`src/rtl/wrr_pkt_arbiter_pkg.sv`:
```
// wrr_pkt_pkg
// Shared types and helpers for the packet-aware weighted round-robin arbiter.
//   wrr_state_e : arbiter lock state (IDLE / LOCKED)
//   inc_mod     : index increment with wrap at n
package wrr_pkt_pkg;

  typedef enum logic {
    IDLE   = 1'b0,
    LOCKED = 1'b1
  } wrr_state_e;

  function automatic int unsigned inc_mod(input int unsigned idx, input int unsigned n);
    return (idx + 1 >= n) ? 0 : idx + 1;
  endfunction

endpackage

```
`src/rtl/wrr_pkt_arbiter_if.sv`:
```
// wrr_pkt_arbiter_if
// Client request / grant bundle shared by all requesters and the downstream.
//   req, req_last : per-client request and last-beat flag
//   ack           : downstream accepts the current beat
//   grant         : one-hot grant, grant_id its index, grant_valid = |grant
// Modports: master drives requests (clients / bench), slave is the arbiter.
interface wrr_pkt_arbiter_if #(
  parameter int N = 4
);
  localparam int IDW = $clog2(N);

  logic [N-1:0]   req;
  logic [N-1:0]   req_last;
  logic           ack;
  logic [N-1:0]   grant;
  logic [IDW-1:0] grant_id;
  logic           grant_valid;

  modport master (
    output req, req_last, ack,
    input  grant, grant_id, grant_valid
  );

  modport slave (
    input  req, req_last, ack,
    output grant, grant_id, grant_valid
  );
endinterface

```
`src/rtl/wrr_pkt_rr_pick.sv`:
```
// wrr_pkt_rr_pick
// Combinational round-robin picker: first set bit of elig at or after ptr,
// wrapping mod N.
//   elig       in  N    candidate vector
//   ptr        in  IDW  highest-priority index
//   win_onehot out N    one-hot winner
//   win_id     out IDW  winner index
//   win_any    out 1    at least one candidate
module wrr_pkt_rr_pick #(
  parameter  int N   = 4,
  localparam int IDW = $clog2(N)
) (
  input  logic [N-1:0]   elig,
  input  logic [IDW-1:0] ptr,
  output logic [N-1:0]   win_onehot,
  output logic [IDW-1:0] win_id,
  output logic           win_any
);

  logic [N-1:0]   below_ptr;
  logic [2*N-1:0] dbl;
  logic           found;
  logic [IDW-1:0] idx;

  // Lower copy has indices below ptr masked off; the unmasked upper copy
  // supplies the wrap-around candidates, so a plain lowest-bit search works.
  always_comb begin
    below_ptr = (N'(1) << ptr) - N'(1);
    dbl       = {elig, elig & ~below_ptr};
    found     = 1'b0;
    idx       = '0;
    for (int j = 0; j < 2 * N; j++) begin
      if (!found && dbl[j]) begin
        found = 1'b1;
        idx   = IDW'(j % N);
      end
    end
  end

  assign win_any    = found;
  assign win_id     = idx;
  assign win_onehot = found ? (N'(1) << idx) : '0;

endmodule

```
`src/rtl/wrr_pkt_arbiter.sv`:
```
// wrr_pkt_arbiter
// Packet-aware weighted round-robin arbiter. A grant is held for a whole
// packet; each client may win cfg_weight packets per round before credits
// are reloaded.
//   clk         in  clock
//   rst_n       in  synchronous active-low reset
//   cfg_weight  in  N*WW packed weights, client i at [i*WW +: WW], 0 = disabled
//   bus         slave modport of wrr_pkt_arbiter_if (req/req_last/ack in,
//               grant/grant_id/grant_valid out)
module wrr_pkt_arbiter
  import wrr_pkt_pkg::*;
#(
  parameter  int N          = 4,
  parameter  int MAX_WEIGHT = 15,
  localparam int WW         = $clog2(MAX_WEIGHT + 1),
  localparam int IDW        = $clog2(N)
) (
  input  logic              clk,
  input  logic              rst_n,
  input  logic [N*WW-1:0]   cfg_weight,
  wrr_pkt_arbiter_if.slave  bus
);

  wrr_state_e     state_q, state_d;
  logic [IDW-1:0] ptr_q, ptr_d;
  logic [IDW-1:0] grant_id_q, grant_id_d;
  logic [N-1:0]   grant_q, grant_d;
  logic [WW-1:0]  credit_q   [N];
  logic [WW-1:0]  credit_dec [N];
  logic [WW-1:0]  credit_eff [N];
  logic [WW-1:0]  weight     [N];

  logic [N-1:0]   enabled, elig_pre, elig;
  logic           eop, eval, pending, replenish;
  logic [N-1:0]   win_onehot;
  logic [IDW-1:0] win_id;
  logic           win_any;

  assign eop  = (state_q == LOCKED) && bus.ack && bus.req_last[grant_id_q];
  assign eval = (state_q == IDLE) || eop;

  // Credits seen by arbitration: end-of-packet decrement first, then a
  // reload if nobody with a pending request has credit left.
  always_comb begin
    for (int i = 0; i < N; i++) begin
      weight[i]     = cfg_weight[i*WW +: WW];
      enabled[i]    = (weight[i] != '0);
      credit_dec[i] = credit_q[i];
      if (eop && (IDW'(i) == grant_id_q) && (credit_q[i] != '0))
        credit_dec[i] = credit_q[i] - WW'(1);
      elig_pre[i]   = bus.req[i] && enabled[i] && (credit_dec[i] != '0);
    end
    pending   = |(bus.req & enabled);
    replenish = eval && pending && (elig_pre == '0);
    for (int i = 0; i < N; i++) begin
      credit_eff[i] = replenish ? weight[i] : credit_dec[i];
      elig[i]       = bus.req[i] && enabled[i] && (credit_eff[i] != '0);
    end
  end

  wrr_pkt_rr_pick #(.N(N)) u_pick (
    .elig       (elig),
    .ptr        (ptr_q),
    .win_onehot (win_onehot),
    .win_id     (win_id),
    .win_any    (win_any)
  );

  always_comb begin
    state_d    = state_q;
    grant_d    = grant_q;
    grant_id_d = grant_id_q;
    ptr_d      = ptr_q;
    if (eval) begin
      if (win_any) begin
        state_d    = LOCKED;
        grant_d    = win_onehot;
        grant_id_d = win_id;
        ptr_d      = IDW'(inc_mod(32'(win_id), N));
      end else begin
        state_d = IDLE;
        grant_d = '0;
      end
    end
  end

  always_ff @(posedge clk) begin
    if (!rst_n) begin
      state_q    <= IDLE;
      ptr_q      <= '0;
      grant_q    <= '0;
      grant_id_q <= '0;
      for (int i = 0; i < N; i++) credit_q[i] <= '0;
    end else begin
      state_q    <= state_d;
      ptr_q      <= ptr_d;
      grant_q    <= grant_d;
      grant_id_q <= grant_id_d;
      for (int i = 0; i < N; i++) credit_q[i] <= credit_eff[i];
    end
  end

  assign bus.grant       = grant_q;
  assign bus.grant_id    = grant_id_q;
  assign bus.grant_valid = |grant_q;

  // A granted client must keep req high until its last beat is accepted.
  req_held_a : assert property (@(posedge clk) disable iff (!rst_n)
    (state_q == LOCKED) |-> bus.req[grant_id_q]);

endmodule
```
`src/flat_wrapper.sv`:
```
// flat-port wrapper written by rule: the top's interface ports become plain ports
module wrr_pkt_arbiter_flat import wrr_pkt_pkg::*;
#(
  parameter  int N          = 4,
  parameter  int MAX_WEIGHT = 15,
  localparam int WW         = $clog2(MAX_WEIGHT + 1),
  localparam int IDW        = $clog2(N)
)
  (clk, rst_n, cfg_weight, bus_req, bus_req_last, bus_ack, bus_grant, bus_grant_id, bus_grant_valid);
  wrr_pkt_arbiter_if #(.N(N)) bus_i ();
  input  logic clk;
  input  logic rst_n;
  input  logic [N*WW-1:0] cfg_weight;
  input wire logic [$bits(bus_i.req)-1:0] bus_req;
  input wire logic [$bits(bus_i.req_last)-1:0] bus_req_last;
  input wire logic [$bits(bus_i.ack)-1:0] bus_ack;
  output wire logic [$bits(bus_i.grant)-1:0] bus_grant;
  output wire logic [$bits(bus_i.grant_id)-1:0] bus_grant_id;
  output wire logic [$bits(bus_i.grant_valid)-1:0] bus_grant_valid;
  assign bus_i.req = bus_req;
  assign bus_i.req_last = bus_req_last;
  assign bus_i.ack = bus_ack;
  assign bus_grant = bus_i.grant;
  assign bus_grant_id = bus_i.grant_id;
  assign bus_grant_valid = bus_i.grant_valid;
  wrr_pkt_arbiter #(.N(N), .MAX_WEIGHT(MAX_WEIGHT)) u_core (.clk(clk), .rst_n(rst_n), .cfg_weight(cfg_weight), .bus(bus_i));
endmodule
```
`config.mk`:
```
export PLATFORM = sky130hd
export DESIGN_NAME = wrr_pkt_arbiter_flat
export DESIGN_NICKNAME = d
export VERILOG_FILES = /design/src/rtl/wrr_pkt_arbiter_pkg.sv /design/src/rtl/wrr_pkt_arbiter_if.sv /design/src/rtl/wrr_pkt_rr_pick.sv /design/src/rtl/wrr_pkt_arbiter.sv /design/src/flat_wrapper.sv
export SDC_FILE = /design/constraint.sdc
export NUM_CORES = 1
export LEC_CHECK = 0
export CAP_MARGIN = 10
export CORE_AREA = 3 3 84 86
export CTS_BUF_LIST = sky130_fd_sc_hd__clkbuf_4 sky130_fd_sc_hd__clkbuf_8
export CTS_CLUSTER_DIAMETER = 60
export DETAILED_ROUTE_END_ITERATION = 16
export DIE_AREA = 0 0 87 89
export HOLD_SLACK_MARGIN = 0.02
export PLACE_DENSITY_LB_ADDON = 0.1
export SETUP_SLACK_MARGIN = 0.4
export SYNTH_ARGS = -nofsm -noshare
export SYNTH_HDL_FRONTEND = slang
export SYNTH_SLANG_ARGS = --single-unit
```
`constraint.sdc`:
```
create_clock -name clk -period 9.75 [get_ports clk]
set_input_delay 0.975 -clock clk [delete_from_list [all_inputs] [get_ports clk]]
set_output_delay 0.975 -clock clk [all_outputs]
set_load 0.05 [all_outputs]
```
==> results.py <==
metrics = {
    "run_status": {
        "status": "complete, no violations",
    },
    "detailed_routing": {
        "drc": 0,
        "routed_via_density": 5.31,
        "final_antenna_net_count": 0,
        "routedWlPerCell_um": 14.9,
        "drtIter0Drc": 59,
        "first_pass_iters": 4,
        "routed_wl_um": 4890,
        "via_count": 1742,
    },
    "synthesis": {
        "synth_top_family_by_area": "compound AO/OA/AOI/OAI gates",
        "ys.warnings.count": 0,
        "synth_cell_types": 60,
        "synth_edf_count": 0,
        "synth_top_area_share": 0.266,
        "synthXorXnorAreaFrac": 0.0419,
        "yosysSeqAreaShare": 0.266,
        "syn-num-nets": 257,
        "synth_cells": 222,
        "synth_seq_cells": 25,
        "synth_flop_cell": "dfxtp_1",
        "synth-compound-area-share": 0.288,
        "avgSynthCellArea_um2": 8.47,
        "syn-cell-area_um2": 1880,
        "synth_area_leaders": "dfxtp_1, o211a_1, nand2_1",
        "synthMuxAreaShare": 0.0599,
        "synth_simple_gate_area_share": 0.242,
        "synthArstFlopShare": 0,
        "synth_top_cell_by_area": "dfxtp_1",
        "synth_fa_ha_area_frac": 0.0532,
    },
    "floorplan": {
        "dieWidth_um": 87,
        "io_pins": 34,
        "initial_core_util": 0.296,
        "core_um2": 6350,
        "die_area_um2": 7740,
        "rows": 29,
        "die_y_um": 89,
    },
    "global_route": {
        "grt_max_degree": 30,
        "grtUsageTotal": 0.130,
        "grt_pass1_vias": 1705,
        "antenna_found_initial": 0,
        "overflow": 0,
        "grt_pass1_wl_um": 7980,
    },
    "timing": {
        "fin_tns_setup_ns": 0,
        "min_period_ns": 4.20,
        "slew_violations": 0,
        "setup_viol_count_final": 0,
        "rsz0062_at_grt": "false",
        "max_freq_mhz": 238,
        "setup_ws_ns": 5.55,
        "fin_worst_skew_ns": 0.00497,
        "hold_viol": 0,
        "worst_pin_slew_ns": 1.03,
        "fin_crit_sh": 0.430,
        "timing.slew.headroom": 0.314,
    },
    "clocking": {
        "clkSinkCount": 25,
        "cts_tree": "built",
        "cts-root-buf": "clkbuf_8",
        "cts_buffers": 3,
        "h-tree-depth": 1,
        "post_cts_buffers": 0,
        "path_clk_slew_ns": 0.10,
        "holdBufCountCts": 0,
        "post_cts_resized": 0,
        "clockBufferDepth": 2,
        "insertion_delay_ns": 0.28,
    },
    "flow_run": {
        "maxCapViolations": 0,
    },
    "setup_path": {
        "critPathArrivalTime_ns": 4.37,
        "rr_startpoint": "u_core.credit_q[3][0]",
        "r2r_end": "u_core.ptr_q[0]",
        "path_class": "primary input to register",
        "cp.required_ns": 9.92,
        "startpoint": "cfg_weight[5]",
        "cp-endpoint": "u_core.ptr_q[0]",
        "reg2reg_depth": 13,
        "crit_fanout": 29,
        "critPathLaunchType": "primary input",
        "cp-end-kind": "register",
        "r2r_slack_ns": 6.10,
    },
    "hold_path": {
        "min-delay-path-class": "register to register",
    },
    "layout": {
        "drive_gt1_frac": 0.0598,
        "n_antenna_cell": 0,
        "area_growth_pct": 23.2,
        "nNetsFinal": 287,
    },
    "power": {
        "p_per_area_nw_per_um2": 333,
        "p_leak_nw": 0.958,
        "power_mw": 0.770,
        "irDropWorstVdd_mv": 0.215,
    },
    "place": {
        "gp_congestion": 0.841,
        "portBuffers": 33,
        "dp_hpwl_um": 3640,
        "dp_slack_ns": 5.26,
    },
}
## state kept, by name, indices dropped and copies added, names as in the netlist
signal / cells
u_core.bus.grant: 4
u_core.bus.grant_id: 2
u_core.credit_q: 16
u_core.ptr_q: 2
u_core.state_q: 1
## through the flow
step                hold slack, ns  cell area (µm²)   util  instances
finish                       0.583             2320  0.365        328
global route                 0.636             2320  0.365        328
CTS                          0.590             2320  0.365        328
detailed placement           0.555             2270  0.357        324
global placement             0.572             2270  0.357        324
floorplan                    0.571             1880      -        222
## report_power, final
part	internal [mW]	switching, mW	leakage [nW]
clock	0.0291	0.0379	0.0217
sequential	0.146	0.0569	0.206
combinational	0.222	0.278	0.730
## worst min-delay path by stage
stage	start	end	slack [ns]	cells after the start
6_report	u_core.bus.grant[1]	u_core.bus.grant[1]	0.58	2
2_1_floorplan	u_core.ptr_q[0]	u_core.ptr_q[0]	0.57	3
3_3_place_gp	u_core.bus.grant[1]	u_core.bus.grant[1]	0.57	2
5_1_grt	u_core.bus.grant[0]	u_core.bus.grant[0]	0.64	2
3_5_place_dp	u_core.bus.grant[2]	u_core.bus.grant[2]	0.56	2
4_1_cts	u_core.bus.grant[2]	u_core.bus.grant[2]	0.59	2
## routing by layer
| metal | part of all wire | track usage | up-vias |
|---|---|---|---|
| met5 | 0 | 0 | - |
| met4 | 0.0047 | 0.0255 | 0 |
| met3 | 0.056 | 0.0332 | 5 |
| met2 | 0.46 | 0.218 | 39 |
| met1 | 0.48 | 0.168 | 803 |
| li1 | - | - | 895 |
## synth_stat cells (3+ instances only)
cell type  instances
nand2_1           27
dfxtp_1           25
nor2_1            13
o211a_1           13
inv_1             12
nor2b_1           12
mux2i_1            9
ha_1               8
a21oi_1            6
nand3_1            6
a31oi_1            5
xnor2_1            5
a22oi_1            4
clkbuf_1           4
or4_1              4
xor2_1             4
nand2b_1           3
nand3b_1           3
nor3_1             3
nor4_1             3
o21ai_0            3
o41ai_1            3
## cells in the final DEF (no fill, tap or decap), types with 5 or more instances in the layout
master	instances
a31oi_1	5
dfxtp_1	25
nor2b_1	12
o211a_1	13
nand3_1	6
mux2i_1	9
clkdlybuf4s50_1	33
nor2_1	13
a21oi_1	6
inv_1	12
nand2_1	27
xnor2_1	5
ha_1	8
## cells by family after synthesis
logic type / Yosys count
adder cells (fa/ha/maj): 8
AND/OR/NAND/NOR: 85
XOR/XNOR: 9
flip-flops: 25
multiplexers: 11
AO/OA/AOI/OAI: 63
buffers and inverters: 21
## worst max-delay path, stage by stage
cell and delay, ns:
clkdlybuf4s50_1 0.44, o41ai_1 0.82, a21oi_1 0.07, o21ai_1 0.30
nand2_1 0.19, or3_4 0.57, a32o_2 0.35, nor2_1 0.14
ha_1 0.19, nand3b_1 0.13, o22a_1 0.15, o21ai_1 0.05
## layout make-up
class	count	area, µm²
multi-input combinational	176	1290
tap	77	96.3
clock inverter	1	7.51
clock buffer	3	41.3
inverter	12	45.0
sequential	25	500
fill	667	4030
timing repair buffer	34	338
Power figures use the tool's default switching activity.
